File: src/rtl/bitty_alu_sequencer_pkg.sv
// Shared types and instruction-field constants for the bitty ALU sequencer.
// Optional retired-instruction counter is enabled with BITTY_SEQ_PERF_EN.
package bitty_seq_pkg;

    typedef enum logic [2:0] {
        S_IDLE     = 3'd0,
        S_LOAD_A   = 3'd1,
        S_EXEC     = 3'd2,
        S_WB       = 3'd3,
        S_DONE_NOP = 3'd4
    } state_e;

    localparam int INSTR_W       = 16;
    localparam int NUM_REGS_DFLT = 8;
    localparam int REG_IDX_W     = $clog2(NUM_REGS_DFLT);

    localparam int RX_LO    = 13;
    localparam int RY_LO    = 10;
    localparam int SEL_LO   = 6;
    localparam int MODE_BIT = 5;
    localparam int FMT_LO   = 0;

    localparam logic [1:0] FMT_RTYPE = 2'b00;

    // Read-mux code that selects the C (result) register instead of a GPR.
    localparam int MUX_SEL_C = NUM_REGS_DFLT;

endpackage

File: src/rtl/bitty_alu_sequencer_if.sv
// Instruction handshake and datapath-control bundle of the bitty ALU sequencer.
// retired_count exists only when BITTY_SEQ_PERF_EN is defined.
interface bitty_alu_sequencer_if #(
    parameter int NUM_REGS  = 8,
    parameter int MUX_SEL_W = 4
`ifdef BITTY_SEQ_PERF_EN
    ,
    parameter int COUNT_W   = 16
`endif
);
    logic                 run;
    logic [15:0]          instruction;
    logic                 alu_carry;
    logic                 alu_compare;
    logic [MUX_SEL_W-1:0] mux_sel;
    logic                 en_s;
    logic                 en_c;
    logic [NUM_REGS-1:0]  en_i;
    logic [3:0]           alu_sel;
    logic                 alu_mode;
    logic                 flag_carry;
    logic                 flag_eq;
    logic                 done;
    logic                 illegal;
    logic                 busy;
`ifdef BITTY_SEQ_PERF_EN
    logic [COUNT_W-1:0]   retired_count;
`endif

    modport master (
        input  run, instruction, alu_carry, alu_compare,
        output mux_sel, en_s, en_c, en_i, alu_sel, alu_mode,
        output flag_carry, flag_eq, done, illegal, busy
`ifdef BITTY_SEQ_PERF_EN
        , output retired_count
`endif
    );

    modport slave (
        output run, instruction, alu_carry, alu_compare,
        input  mux_sel, en_s, en_c, en_i, alu_sel, alu_mode,
        input  flag_carry, flag_eq, done, illegal, busy
`ifdef BITTY_SEQ_PERF_EN
        , input retired_count
`endif
    );

endinterface

File: src/rtl/bitty_alu_sequencer_decode.sv
// Combinational field split of a bitty instruction word.
// Unaffected by BITTY_SEQ_PERF_EN.
module bitty_instr_decode
    import bitty_seq_pkg::*;
(
    input  logic [INSTR_W-1:0]   instr_i,
    output logic [REG_IDX_W-1:0] rx_o,
    output logic [REG_IDX_W-1:0] ry_o,
    output logic [3:0]           alu_sel_o,
    output logic                 alu_mode_o,
    output logic                 is_rtype_o
);

    // Reserved bits [4:2] carry no meaning; fold them away explicitly.
    logic unused_rsvd_s;

    assign rx_o          = instr_i[RX_LO +: REG_IDX_W];
    assign ry_o          = instr_i[RY_LO +: REG_IDX_W];
    assign alu_sel_o     = instr_i[SEL_LO +: 4];
    assign alu_mode_o    = instr_i[MODE_BIT];
    assign is_rtype_o    = (instr_i[FMT_LO +: 2] == FMT_RTYPE);
    assign unused_rsvd_s = ^instr_i[4:2];

endmodule

File: src/rtl/bitty_alu_sequencer.sv
// Multi-cycle sequencer: one register-register ALU op per accepted instruction.
// Define BITTY_SEQ_PERF_EN to add the wrapping retired_count output.
module bitty_alu_sequencer
    import bitty_seq_pkg::*;
#(
    parameter int NUM_REGS  = 8,
    parameter int MUX_SEL_W = 4
`ifdef BITTY_SEQ_PERF_EN
    ,
    parameter int COUNT_W   = 16
`endif
) (
    input  logic                  clk,
    input  logic                  reset_n,
    bitty_alu_sequencer_if.master bus
);

    state_e               state_q, state_d;
    logic [INSTR_W-1:0]   instr_q, instr_d;
    logic [MUX_SEL_W-1:0] mux_sel_q, mux_sel_d;
    logic                 en_s_q, en_s_d, en_c_q, en_c_d;
    logic [NUM_REGS-1:0]  en_i_q, en_i_d;
    logic [3:0]           alu_sel_q, alu_sel_d;
    logic                 alu_mode_q, alu_mode_d;
    logic                 flag_carry_q, flag_carry_d, flag_eq_q, flag_eq_d;
    logic                 done_q, done_d, illegal_q, illegal_d, busy_q, busy_d;
    logic                 accept_s;

    logic [REG_IDX_W-1:0] rx_s, ry_s;
    logic [3:0]           alu_sel_s;
    logic                 alu_mode_s, is_rtype_s;

    // Decode the instruction that will be held next cycle, so every output can be registered.
    bitty_instr_decode u_decode (
        .instr_i    (instr_d),
        .rx_o       (rx_s),
        .ry_o       (ry_s),
        .alu_sel_o  (alu_sel_s),
        .alu_mode_o (alu_mode_s),
        .is_rtype_o (is_rtype_s)
    );

    assign accept_s = bus.run && ((state_q == S_IDLE) || (state_q == S_WB) || (state_q == S_DONE_NOP));

    // Instruction latch: only updated on an accepted run.
    always_comb begin
        if (accept_s) begin
            instr_d = bus.instruction;
        end else begin
            instr_d = instr_q;
        end
    end

    // Next state, flag capture and next-cycle control outputs.
    always_comb begin
        state_d      = state_q;
        flag_carry_d = flag_carry_q;
        flag_eq_d    = flag_eq_q;
        case (state_q)
            S_IDLE, S_WB, S_DONE_NOP: begin
                if (accept_s) begin
                    state_d = is_rtype_s ? S_LOAD_A : S_DONE_NOP;
                end else begin
                    state_d = S_IDLE;
                end
            end
            S_LOAD_A: state_d = S_EXEC;
            S_EXEC: begin
                state_d      = S_WB;
                flag_carry_d = bus.alu_carry;
                flag_eq_d    = bus.alu_compare;
            end
            default: state_d = S_IDLE;
        endcase

        mux_sel_d = {MUX_SEL_W{1'b0}};
        en_s_d    = 1'b0;
        en_c_d    = 1'b0;
        en_i_d    = {NUM_REGS{1'b0}};
        done_d    = 1'b0;
        illegal_d = 1'b0;
        case (state_d)
            S_LOAD_A: begin
                mux_sel_d = {{(MUX_SEL_W-REG_IDX_W){1'b0}}, rx_s};
                en_s_d    = 1'b1;
            end
            S_EXEC: begin
                mux_sel_d = {{(MUX_SEL_W-REG_IDX_W){1'b0}}, ry_s};
                en_c_d    = 1'b1;
            end
            S_WB: begin
                mux_sel_d = MUX_SEL_W'(MUX_SEL_C);
                en_i_d    = {{(NUM_REGS-1){1'b0}}, 1'b1} << rx_s;
                done_d    = 1'b1;
            end
            S_DONE_NOP: begin
                done_d    = 1'b1;
                illegal_d = 1'b1;
            end
            default: begin
                mux_sel_d = {MUX_SEL_W{1'b0}};
            end
        endcase

        if (state_d != S_IDLE) begin
            alu_sel_d  = alu_sel_s;
            alu_mode_d = alu_mode_s;
            busy_d     = 1'b1;
        end else begin
            alu_sel_d  = 4'd0;
            alu_mode_d = 1'b0;
            busy_d     = 1'b0;
        end
    end

    // FSM state, instruction latch, flags and all registered outputs.
    always_ff @(posedge clk or negedge reset_n) begin
        if (!reset_n) begin
            state_q      <= S_IDLE;
            instr_q      <= {INSTR_W{1'b0}};
            mux_sel_q    <= {MUX_SEL_W{1'b0}};
            en_s_q       <= 1'b0;
            en_c_q       <= 1'b0;
            en_i_q       <= {NUM_REGS{1'b0}};
            alu_sel_q    <= 4'd0;
            alu_mode_q   <= 1'b0;
            flag_carry_q <= 1'b0;
            flag_eq_q    <= 1'b0;
            done_q       <= 1'b0;
            illegal_q    <= 1'b0;
            busy_q       <= 1'b0;
        end else begin
            state_q      <= state_d;
            instr_q      <= instr_d;
            mux_sel_q    <= mux_sel_d;
            en_s_q       <= en_s_d;
            en_c_q       <= en_c_d;
            en_i_q       <= en_i_d;
            alu_sel_q    <= alu_sel_d;
            alu_mode_q   <= alu_mode_d;
            flag_carry_q <= flag_carry_d;
            flag_eq_q    <= flag_eq_d;
            done_q       <= done_d;
            illegal_q    <= illegal_d;
            busy_q       <= busy_d;
        end
    end

    assign bus.mux_sel    = mux_sel_q;
    assign bus.en_s       = en_s_q;
    assign bus.en_c       = en_c_q;
    assign bus.en_i       = en_i_q;
    assign bus.alu_sel    = alu_sel_q;
    assign bus.alu_mode   = alu_mode_q;
    assign bus.flag_carry = flag_carry_q;
    assign bus.flag_eq    = flag_eq_q;
    assign bus.done       = done_q;
    assign bus.illegal    = illegal_q;
    assign bus.busy       = busy_q;

`ifdef BITTY_SEQ_PERF_EN
    logic [COUNT_W-1:0] count_q, count_d;

    // Count advances in the same cycle the done pulse is presented; wraps naturally.
    always_comb begin
        if (done_d) begin
            count_d = count_q + {{(COUNT_W-1){1'b0}}, 1'b1};
        end else begin
            count_d = count_q;
        end
    end

    // Retired-instruction counter register.
    always_ff @(posedge clk or negedge reset_n) begin
        if (!reset_n) begin
            count_q <= {COUNT_W{1'b0}};
        end else begin
            count_q <= count_d;
        end
    end

    assign bus.retired_count = count_q;
`endif

endmodule

File: src/flat_wrapper.sv
// flat-port wrapper written by rule: the top's interface ports become plain ports
module bitty_alu_sequencer_flat import bitty_seq_pkg::*;
#(
    parameter int NUM_REGS  = 8,
    parameter int MUX_SEL_W = 4

)
  (clk, reset_n, bus_run, bus_instruction, bus_alu_carry, bus_alu_compare, bus_mux_sel, bus_en_s, bus_en_c, bus_en_i, bus_alu_sel, bus_alu_mode, bus_flag_carry, bus_flag_eq, bus_done, bus_illegal, bus_busy);
  bitty_alu_sequencer_if #(.NUM_REGS(NUM_REGS), .MUX_SEL_W(MUX_SEL_W)) bus_i ();
  input  logic clk;
  input  logic reset_n;
  input wire logic [$bits(bus_i.run)-1:0] bus_run;
  input wire logic [$bits(bus_i.instruction)-1:0] bus_instruction;
  input wire logic [$bits(bus_i.alu_carry)-1:0] bus_alu_carry;
  input wire logic [$bits(bus_i.alu_compare)-1:0] bus_alu_compare;
  output wire logic [$bits(bus_i.mux_sel)-1:0] bus_mux_sel;
  output wire logic [$bits(bus_i.en_s)-1:0] bus_en_s;
  output wire logic [$bits(bus_i.en_c)-1:0] bus_en_c;
  output wire logic [$bits(bus_i.en_i)-1:0] bus_en_i;
  output wire logic [$bits(bus_i.alu_sel)-1:0] bus_alu_sel;
  output wire logic [$bits(bus_i.alu_mode)-1:0] bus_alu_mode;
  output wire logic [$bits(bus_i.flag_carry)-1:0] bus_flag_carry;
  output wire logic [$bits(bus_i.flag_eq)-1:0] bus_flag_eq;
  output wire logic [$bits(bus_i.done)-1:0] bus_done;
  output wire logic [$bits(bus_i.illegal)-1:0] bus_illegal;
  output wire logic [$bits(bus_i.busy)-1:0] bus_busy;
  assign bus_i.run = bus_run;
  assign bus_i.instruction = bus_instruction;
  assign bus_i.alu_carry = bus_alu_carry;
  assign bus_i.alu_compare = bus_alu_compare;
  assign bus_mux_sel = bus_i.mux_sel;
  assign bus_en_s = bus_i.en_s;
  assign bus_en_c = bus_i.en_c;
  assign bus_en_i = bus_i.en_i;
  assign bus_alu_sel = bus_i.alu_sel;
  assign bus_alu_mode = bus_i.alu_mode;
  assign bus_flag_carry = bus_i.flag_carry;
  assign bus_flag_eq = bus_i.flag_eq;
  assign bus_done = bus_i.done;
  assign bus_illegal = bus_i.illegal;
  assign bus_busy = bus_i.busy;
  bitty_alu_sequencer #(.NUM_REGS(NUM_REGS), .MUX_SEL_W(MUX_SEL_W)) u_core (.clk(clk), .reset_n(reset_n), .bus(bus_i));
endmodule
File: config.mk
export PLATFORM = sky130hd
export DESIGN_NAME = bitty_alu_sequencer_flat
export DESIGN_NICKNAME = d
export VERILOG_FILES = /design/src/rtl/bitty_alu_sequencer_pkg.sv /design/src/rtl/bitty_alu_sequencer_if.sv /design/src/rtl/bitty_alu_sequencer_decode.sv /design/src/rtl/bitty_alu_sequencer.sv /design/src/flat_wrapper.sv
export SDC_FILE = /design/constraint.sdc
export NUM_CORES = 1
export LEC_CHECK = 0
export ABC_CLOCK_PERIOD_IN_PS = 1500
export CAP_MARGIN = 10
export CELL_PAD_IN_SITES_DETAIL_PLACEMENT = 1
export CELL_PAD_IN_SITES_GLOBAL_PLACEMENT = 2
export CORE_ASPECT_RATIO = 0.8
export CORE_MARGIN = 2
export CORE_UTILIZATION = 28
export CTS_BUF_LIST = sky130_fd_sc_hd__clkbuf_8
export DETAILED_ROUTE_END_ITERATION = 8
export GPL_ROUTABILITY_DRIVEN = 1
export MAX_ROUTING_LAYER = met4
export PLACE_DENSITY_LB_ADDON = 0.1
export REMOVE_ABC_BUFFERS = 1
export SETUP_SLACK_MARGIN = 0.1
export SLEW_MARGIN = 20
export SYNTH_ARGS = -nofsm -noshare
export SYNTH_HDL_FRONTEND = slang
export SYNTH_SLANG_ARGS = --single-unit
File: constraint.sdc
create_clock -name clk -period 1.5 [get_ports clk]
set_input_delay 0.225 -clock clk [delete_from_list [all_inputs] [get_ports clk]]
set_output_delay 0.225 -clock clk [all_outputs]
set_load 0.05 [all_outputs]
==> results of run 1 <==
## Yosys cell counts, types with 2 or more instances
cell and count:
a22o_1 3, and2_1 5, dfrtp_1 38, inv_2 2
mux2_2 9, mux2_4 2, nand2_1 3, nor2_1 6
nor3_1 8, o21ai_0 2, or2_2 2
## cell families after synthesis
kind of cell    Yosys count  share of synthesized area (%)
buf+inv                   5                           1.91
flops                    38                           69.3
xor+xnor                  1                          0.638
mux                      13                           12.2
compound gates            7                           4.56
simple gates             29                           11.4
## routing by layer
metal  vias up  part of all wire, %
li1        449                    -
met2        28                   49
met1       476                   43
met4         0                  1.4
met5         -                    0
met3         5                  6.1
## through the flow
| step | util [%] | total power, mW | hold WS (ns) | instance area (sq um) | TNS (ns) |
|---|---|---|---|---|---|
| floorplan | - | 2.92 | -0.0706 | 1360 | -2.46 |
| global placement | 40.6 | 3.62 | 0.208 | 1890 | -3.98 |
| detailed placement | 40.6 | 3.67 | 0.213 | 1890 | -5.61 |
| CTS | 45.2 | 4.64 | 0.434 | 2100 | -0.877 |
| global route | 46.3 | 5.04 | 0.474 | 2160 | -2.01 |
| finish | 46.3 | 4.74 | 0.429 | 2160 | -0.702 |
## power breakdown
part	leakage [nW]	switching (mW)	internal [mW]
Combinational	0.513	1.42	1.08
Sequential	0.483	0.152	1.40
Clock	0.0524	0.320	0.363
Total	1.05	1.89	2.85
## registers in the layout (all words and copies together), names as in the netlist
name                   count
u_core.bus.en_c            1
u_core.bus.done            1
u_core.bus.en_s            1
u_core.instr_q            11
u_core.bus.alu_sel         4
u_core.bus.flag_carry      1
u_core.bus.busy            1
u_core.bus.en_i            8
u_core.bus.flag_eq         1
u_core.bus.mux_sel         4
u_core.bus.illegal         1
u_core.bus.alu_mode        1
u_core.state_q             3
## final cells by class
| class | count | area share [%] |
|---|---|---|
| Clock inverter | 2 | 0.406 |
| Sequential cell | 38 | 44.1 |
| Timing Repair Buffer | 64 | 25.5 |
| Clock buffer | 6 | 3.83 |
| Tap cell | 60 | 3.48 |
| Multi-Input combinational cell | 50 | 21.9 |
| Inverter | 3 | 0.754 |
## worst max-delay path, delay by kind of cell, from the launching register on
kind | cells | cell delay [ns]
flip-flops | 1 | 0.38
AO/OA/AOI/OAI | 2 | 0.35
AND/OR/NAND/NOR | 1 | 0.24
buffers and inverters | 2 | 0.22
multiplexers | 1 | 0.27
## timing repair
item / 4_1_cts / 5_1_grt
cloned: 0 / 0
gates resized for setup: 10 / 10
endpoints found under the setup margin: 29 / 31
endpoints found under the hold margin: 18 / 0
hold buffers: 1 / 0
pin swaps: 7 / 5
buffers inserted: 7 / 2
## worst max path at each step
stage                                           start                              end  slack, ns  cells after the start
after global placement    u_core.state_q[1]$_DFF_PN0_  u_core.bus.mux_sel[0]$_DFF_PN0_      -0.26                      5
after global routing      u_core.state_q[1]$_DFF_PN0_  u_core.bus.mux_sel[0]$_DFF_PN0_      -0.15                      6
after detailed placement  u_core.state_q[0]$_DFF_PN0_     u_core.bus.en_i[0]$_DFF_PN0_      -0.37                      5
after floorplan           u_core.state_q[1]$_DFF_PN0_  u_core.bus.mux_sel[1]$_DFF_PN0_      -0.27                      5
final                     u_core.state_q[1]$_DFF_PN0_  u_core.bus.mux_sel[0]$_DFF_PN0_      -0.08                      6
after CTS                 u_core.state_q[0]$_DFF_PN0_  u_core.bus.alu_sel[1]$_DFF_PN0_      -0.09                      5
==> results.toml, run 1 <==
[cells_and_area]
fillers = 465
final_cell_mix = "buf_4, dfrtp_1, clkdlybuf4s50_1, mux2_4"
final_nets = 183
drive_above_1_share_pct = 50.3
multi_input_area_sq_um = 473
seq_area_sq_um = 951
num_antenna_cells = 0
stdcell_count = 223
layout_commonest_cell = "buf_4"
area_delta_synth_final_pct = 57.1

[global_routing]
gr-total-overflow = 0
grt_max_degree = 21
grt_use_met1_pct = 16.0
antenna_found_initial = 0
grt_pass1_vias = 1053
top_usage_layer = "met2"
grt_pass1_wl_microns = 5150
track_usage_pct = 13.6
groute.layer.met2.usage_pct = 21.4
grt_use_met3_pct = 4.34

[worst_setup_path]
r2r_end = "u_core.bus.mux_sel[0]$_DFF_PN0_"
worstPathRequired_ns = 1.67
crit_type = "reg -> reg"
critPathArrivalTime_ns = 1.75
cpMaxStageDelayCell = "dfrtp_1"
cp-start-kind = "flip-flop"
r2r_cells = 6
rr_startpoint = "u_core.state_q[1]$_DFF_PN0_"
crit_path_max_incr_delay_ns = 0.38
path_cells = "and3b_2 -> o21ai_4 -> buf_12 -> mux2i_4 -> inv_4 -> a22o_1"
cp_max_fo = 6
cp-end-kind = "flip-flop"
r2r_slack_ns = -0.08

[run_status]
violations = "negative setup slack"
status = "complete, but fails checks"

[cts]
cts.sinks = 38
cts_made_buffers = 5
cts.htree.levels = 2
path_clk_slew_ns = 0.07
ctsRootBufferMaster = "clkbuf_8"
cts_tree = "built"
clk_latency_ns = 0.28
cts.path.max_buffers = 2

[yosys]
synth_cell_types = 24
syn_area_per_cell_sq_um = 14.8
synth_top_area_cell = "dfrtp_1"
yosysWarnings = 0
yosysSeqAreaShare_pct = 69.3
yosys-top-cells-area = "dfrtp_1, mux2_2, nor3_1, and2_1, mux2_4"
async_flop_share_pct = 100
synth_top_area_share_pct = 69.3
synth_edf_count = 0
ys_ff_latch = 38
syn_area_sq_um = 1370
synth_ff_type = "dfrtp_1"
synthCells = 93

[power]
ir_drop_mv = 0.860
p_per_area_nw_per_um2 = 2200
leakage_nw = 1.05

[floorplanning]
core_sq_um = 4650
die-area_sq_um = 5480
ioPinCount = 45
die_h_microns = 66.6
rows = 22
start_util_pct = 29.5
fp.dieW_microns = 82.3

[place]
dp_hpwl_microns = 2230
placed_cells = 205
port_buffers = 41
preCtsSetupSlack_ns = -0.365
gp_congestion = 0.732

[route]
drcViolationCount = 0
routedWlPerCell_microns = 14.2
num_vias = 958
final_antenna_net_count = 0
vias_per_cell = 4.30
first_iter_violations = 13
wl_microns = 3170
dr.pass1.iters = 3

[sta]
fmax_ghz = 0.633
slew_viol_final = 0
rsz0062_at_grt = "yes"
finalCritPeriodShare_pct = 105
final_hold_viol_count = 0
worst_slew_pin_slew_ns = 0.478
finalSetupViolations = 20
slew_headroom_pct = 68.1
min_period_ns = 1.58
layout_setup_ws_ns = -0.0803
final.setup_skew_ns = 0.00716

[worst_hold_path]
hp-class = "in -> async"

[run]
max-cap-violations = 0
Note: power is estimated with default switching activity, not from simulation.
==> run 2, diff against run 1 <==
- CORE_UTILIZATION: 28 -> 26
- CTS_BUF_LIST: sky130_fd_sc_hd__clkbuf_8 -> sky130_fd_sc_hd__clkbuf_16
==> results.toml, run 2 (synthesis results as in run 1) <==
[power]
leakage_nw = 1.05
ir_drop_mv = 0.912
p_per_area_nw_per_um2 = 2320

[worst_setup_path]
cp-end-kind = "flip-flop"
r2r_cells = 6
r2r_end = "u_core.bus.mux_sel[1]$_DFF_PN0_"
critPathLaunch = "u_core.state_q[1]$_DFF_PN0_"
critPathArrivalTime_ns = 1.75
crit_path_end = "u_core.bus.mux_sel[1]$_DFF_PN0_"
rr_startpoint = "u_core.state_q[1]$_DFF_PN0_"
r2r_slack_ns = -0.09
cp-start-kind = "flip-flop"
cp_max_fo = 6
worstPathRequired_ns = 1.66
crit_type = "reg -> reg"

[place]
placed_cells = 205
gp_congestion = 0.787
port_buffers = 41
dpl_cell_area_sq_um = 1860
dp_hpwl_microns = 2220

[floorplanning]
die-area_sq_um = 5880
ioPinCount = 45
die_h_microns = 69.0
start_util_pct = 27.3
rows = 23
fp.dieW_microns = 85.2
core_sq_um = 5040

[sta]
slew_viol_final = 0
final_hold_viol_count = 2
slew_headroom_pct = 67.4
setup_tns_ns = -0.976
worst_slew_pin_slew_ns = 0.489
finalSetupViolations = 17
finalCritPeriodShare_pct = 106
min_period_ns = 1.59
fmax_ghz = 0.628
final.setup_skew_ns = 0.00227
hold_slack_ns = -0.00481
layout_setup_ws_ns = -0.0916
rsz0062_at_grt = "yes"

[run]
max-cap-violations = 0

[route]
routedWlPerCell_microns = 14.5
final_antenna_net_count = 0
vias_per_cell = 4.26
first_iter_violations = 18
drcViolationCount = 0
wl_microns = 3210
num_vias = 945
dr.pass1.iters = 3

[cts]
ctsRootBufferMaster = "clkbuf_16"
ctsHoldBuffers = 0
path_clk_slew_ns = 0.05
clk_latency_ns = 0.27
cts.sinks = 38
cts.htree.levels = 2
cts.path.max_buffers = 2
cts_tree = "built"
cts_made_buffers = 5

[cells_and_area]
final_nets = 180
stdcell_count = 222
fin_util_pct = 43.1
final_area_sq_um = 2170
drive_above_1_share_pct = 50.6
largest_reg_flops = 11
num_antenna_cells = 0
final_cell_mix = "dfrtp_1, buf_4, clkdlybuf4s50_1, buf_6"
area_delta_synth_final_pct = 58.1
top_register = "u_core.instr_q"
layout_commonest_cell = "dfrtp_1"

[global_routing]
gr-total-overflow = 0
grt_pass1_vias = 1067
grt_pass1_wl_microns = 5200
track_usage_pct = 12.3
antenna_found_initial = 0
grt_max_degree = 39

[worst_hold_path]
hp-class = "in -> async"

[run_status]
status = "complete, but fails checks"
violations = "negative hold slack, negative setup slack"
## run 2: changes by cell type in the layout (fill, tap and decap cells not counted), moves of 2 or more
cell,delta
buf_4,-6
buf_12,-2
clkbuf_8,-6
clkbuf_16,+5
buf_6,+6
## run 2: final cells by class
class	count	area, sq um
Multi-Input combinational cell	50	465
Timing Repair Buffer	61	522
Fill cell	529	2870
Clock buffer	5	125
Sequential cell	38	951
Clock inverter	3	12.5
Inverter	3	16.3
Tap cell	62	77.6
## run 2: routing by layer
layer | up-vias | routed length (microns) | global-route usage [%]
met3 | 4 | 167 | 4.17
met5 | - | 0 | -
met2 | 27 | 1690 | 20.7
li1 | 444 | - | -
met4 | 0 | 31 | 3.57
met1 | 470 | 1320 | 14.1
## run 2: stage by stage
step           power [mW]  worst slack (ns)
2_1_floorplan        2.92            -0.268
3_3_place_gp         3.63            -0.258
3_5_place_dp         3.70            -0.335
4_1_cts              5.00           -0.0960
5_1_grt              5.33            -0.157
6_report             5.03           -0.0916
## run 2: critical path: stages, from the launching register on
cell and delay [ns]:
dfrtp_1 0.40, and3b_2 0.24, o21ai_4 0.17, buf_6 0.15, mux2i_4 0.26, inv_4 0.08
a22o_1 0.18
## run 2: timing repair
item,in CTS,in global routing
buffers inserted,8,2
endpoints found under the setup margin,31,31
resized for setup,18,10
pin swaps,8,2
## run 2: how the worst min path moves through the flow
stage / to / slack (ns) / cells after the start
floorplan: u_core.bus.alu_mode$_DFF_PN0_ / -0.07 / 0
global placement: u_core.bus.flag_carry$_DFFE_PN0N_ / 0.31 / 2
detailed placement: u_core.bus.flag_carry$_DFFE_PN0N_ / 0.32 / 2
CTS: u_core.bus.flag_carry$_DFFE_PN0N_ / 0.02 / 2
global route: u_core.bus.flag_carry$_DFFE_PN0N_ / 0.03 / 2
finish: u_core.bus.flag_carry$_DFFE_PN0N_ / -0.005 / 2
## run 2: power by group
| part | leakage [nW] | internal (mW) | total [mW] | switching, mW |
|---|---|---|---|---|
| Combinational | 0.491 | 1.08 | 2.50 | 1.41 |
| Sequential | 0.483 | 1.41 | 1.56 | 0.158 |
| Clock | 0.0724 | 0.600 | 0.970 | 0.370 |
==> run 3, diff against run 2 <==
- CAP_MARGIN: 10 -> 20
- CORE_UTILIZATION: 26 -> 35
- DONT_BUFFER_PORTS: not set -> 1
- SKIP_LAST_GASP: not set -> 1
==> results.toml, run 3 (synthesis results as in run 1) <==
[worst_setup_path]
r2r_cells = 6
cp-start-kind = "flip-flop"
crit_type = "reg -> reg"
worstPathRequired_ns = 1.66
cp_max_fo = 6
critPathArrivalTime_ns = 1.73
cp-end-kind = "flip-flop"

[global_routing]
grt_use_met3_pct = 6.24
antenna_found_initial = 0
track_usage_pct = 13.8
top_usage_layer = "met2"
grt_max_degree = 39
gr-total-overflow = 0
grt_use_met1_pct = 15.0
grt_pass1_vias = 880
groute.layer.met2.usage_pct = 20.9
grt_pass1_wl_microns = 4110

[sta]
final.setup_skew_ns = 0.00297
fmax_ghz = 0.637
finalCritPeriodShare_pct = 105
finalSetupViolations = 18
min_period_ns = 1.57
layout_setup_ws_ns = -0.0700
worst_slew_pin_slew_ns = 0.479
final_hold_viol_count = 0
rsz0062_at_grt = "yes"
slew_headroom_pct = 68.1
slew_viol_final = 0

[place]
dp_hpwl_microns = 1740
placed_cells = 157
port_buffers = 0
gp_congestion = 0.786
preCtsSetupSlack_ns = -0.116

[cells_and_area]
stdcell_count = 175
layout_commonest_cell = "dfrtp_1"
seq_area_sq_um = 951
final_cell_mix = "dfrtp_1, buf_4, mux2_4, nor3_2"
drive_above_1_share_pct = 49.2
fin_util_pct = 48.7
largest_reg_flops = 11
top_register = "u_core.instr_q"
final_nets = 140
multi_input_area_sq_um = 483
num_antenna_cells = 0
area_delta_synth_final_pct = 34.1
fillers = 366

[power]
ir_drop_mv = 1.21
p_per_area_nw_per_um2 = 2560
p_total_mw = 4.70
leakage_nw = 0.875

[cts]
cts.htree.levels = 2
cts.path.max_buffers = 2
path_clk_slew_ns = 0.05
cts_tree = "built"
clk_latency_ns = 0.27
cts_made_buffers = 5
ctsRootBufferMaster = "clkbuf_16"
cts.sinks = 38

[route]
routedWlPerCell_microns = 15.5
vias_per_cell = 4.64
num_vias = 812
dr.pass1.iters = 4
wl_microns = 2710
drcViolationCount = 0
final_antenna_net_count = 0
first_iter_violations = 18

[run_status]
status = "complete, but fails checks"
violations = "negative setup slack"

[worst_hold_path]
hp-class = "in -> reg"
hold-path-cell-count = 1

[floorplanning]
die_h_microns = 60.0
core_sq_um = 3780
fp.dieW_microns = 74.0
die-area_sq_um = 4440
start_util_pct = 36.3
rows = 20
ioPinCount = 45

[run]
max-cap-violations = 0
## run 3: cell count changes in the layout (fill, tap and decap cells not counted), moves of 2 or more
cell / before / now
and2_4: 1 / 3
buf_4: 37 / 16
mux2_2: 5 / 3
mux2_4: 6 / 8
clkdlybuf4s50_1: 16 / 0
and2_1: 4 / 2
buf_6: 7 / 3
## run 3: what timing repair did
| item | 4_1_cts | 5_1_grt |
|---|---|---|
| setup buffers | 5 | 3 |
| pin swaps | 4 | 3 |
| hold endpoints to repair | 38 | 0 |
| resized for setup | 15 | 13 |
| hold buffers | 2 | 0 |
| endpoints found under the setup margin | 29 | 32 |
## run 3: per-layer routing
| metal | part of all wire [%] | wire length (microns) |
|---|---|---|
| met2 | 51 | 1380 |
| met4 | 2.1 | 58 |
| met5 | 0 | 0 |
| met3 | 6.7 | 181 |
| met1 | 40 | 1090 |
## run 3: final timing paths
kind,from,endpoint,slack (ns)
max reg2reg,u_core.state_q[1]$_DFF_PN0_,u_core.bus.mux_sel[1]$_DFF_PN0_,-0.07
max,u_core.state_q[1]$_DFF_PN0_,u_core.bus.mux_sel[1]$_DFF_PN0_,-0.07
max in group asynchronous,reset_n,u_core.bus.en_i[5]$_DFF_PN0_,0.90
min in group asynchronous,reset_n,u_core.bus.flag_carry$_DFFE_PN0N_,0.40
min reg2reg,u_core.instr_q[5]$_DFF_PN0_,u_core.instr_q[5]$_DFF_PN0_,0.49
min,bus_instruction[10],u_core.instr_q[10]$_DFF_PN0_,0.1
## run 3: where the power goes
part | internal (mW) | switching, mW | leakage, nW
Clock | 0.599 | 0.359 | 0.0724
Combinational | 0.845 | 0.627 | 0.320
Sequential | 1.40 | 0.877 | 0.483
## run 3: cell type report
| class | instances | share of cell area [%] |
|---|---|---|
| flip-flops and latches | 38 | 51.7 |
| inverters | 3 | 0.884 |
| multi-input cells | 50 | 26.2 |
| well taps | 55 | 3.74 |
| clock buffers | 5 | 6.80 |
| repair buffers | 21 | 9.99 |
| clock inverters | 3 | 0.680 |
## run 3: stage by stage
stage               instance area, sq um  TNS (ns)  hold WS, ns
floorplan                           1360     -2.46      -0.0706
global placement                    1510    -0.848      -0.0697
detailed placement                  1510    -0.971      -0.0698
CTS                                 1770    -0.753       0.0907
global route                        1840     -1.74       0.0896
finish                              1840    -0.409       0.0973
## run 3: critical path, stage by stage, from the launching register on
cell     delay, ns
dfrtp_1       0.39
and3b_2       0.23
o21ai_4       0.16
buf_6         0.15
mux2i_4       0.25
inv_4         0.08
a22o_1        0.19
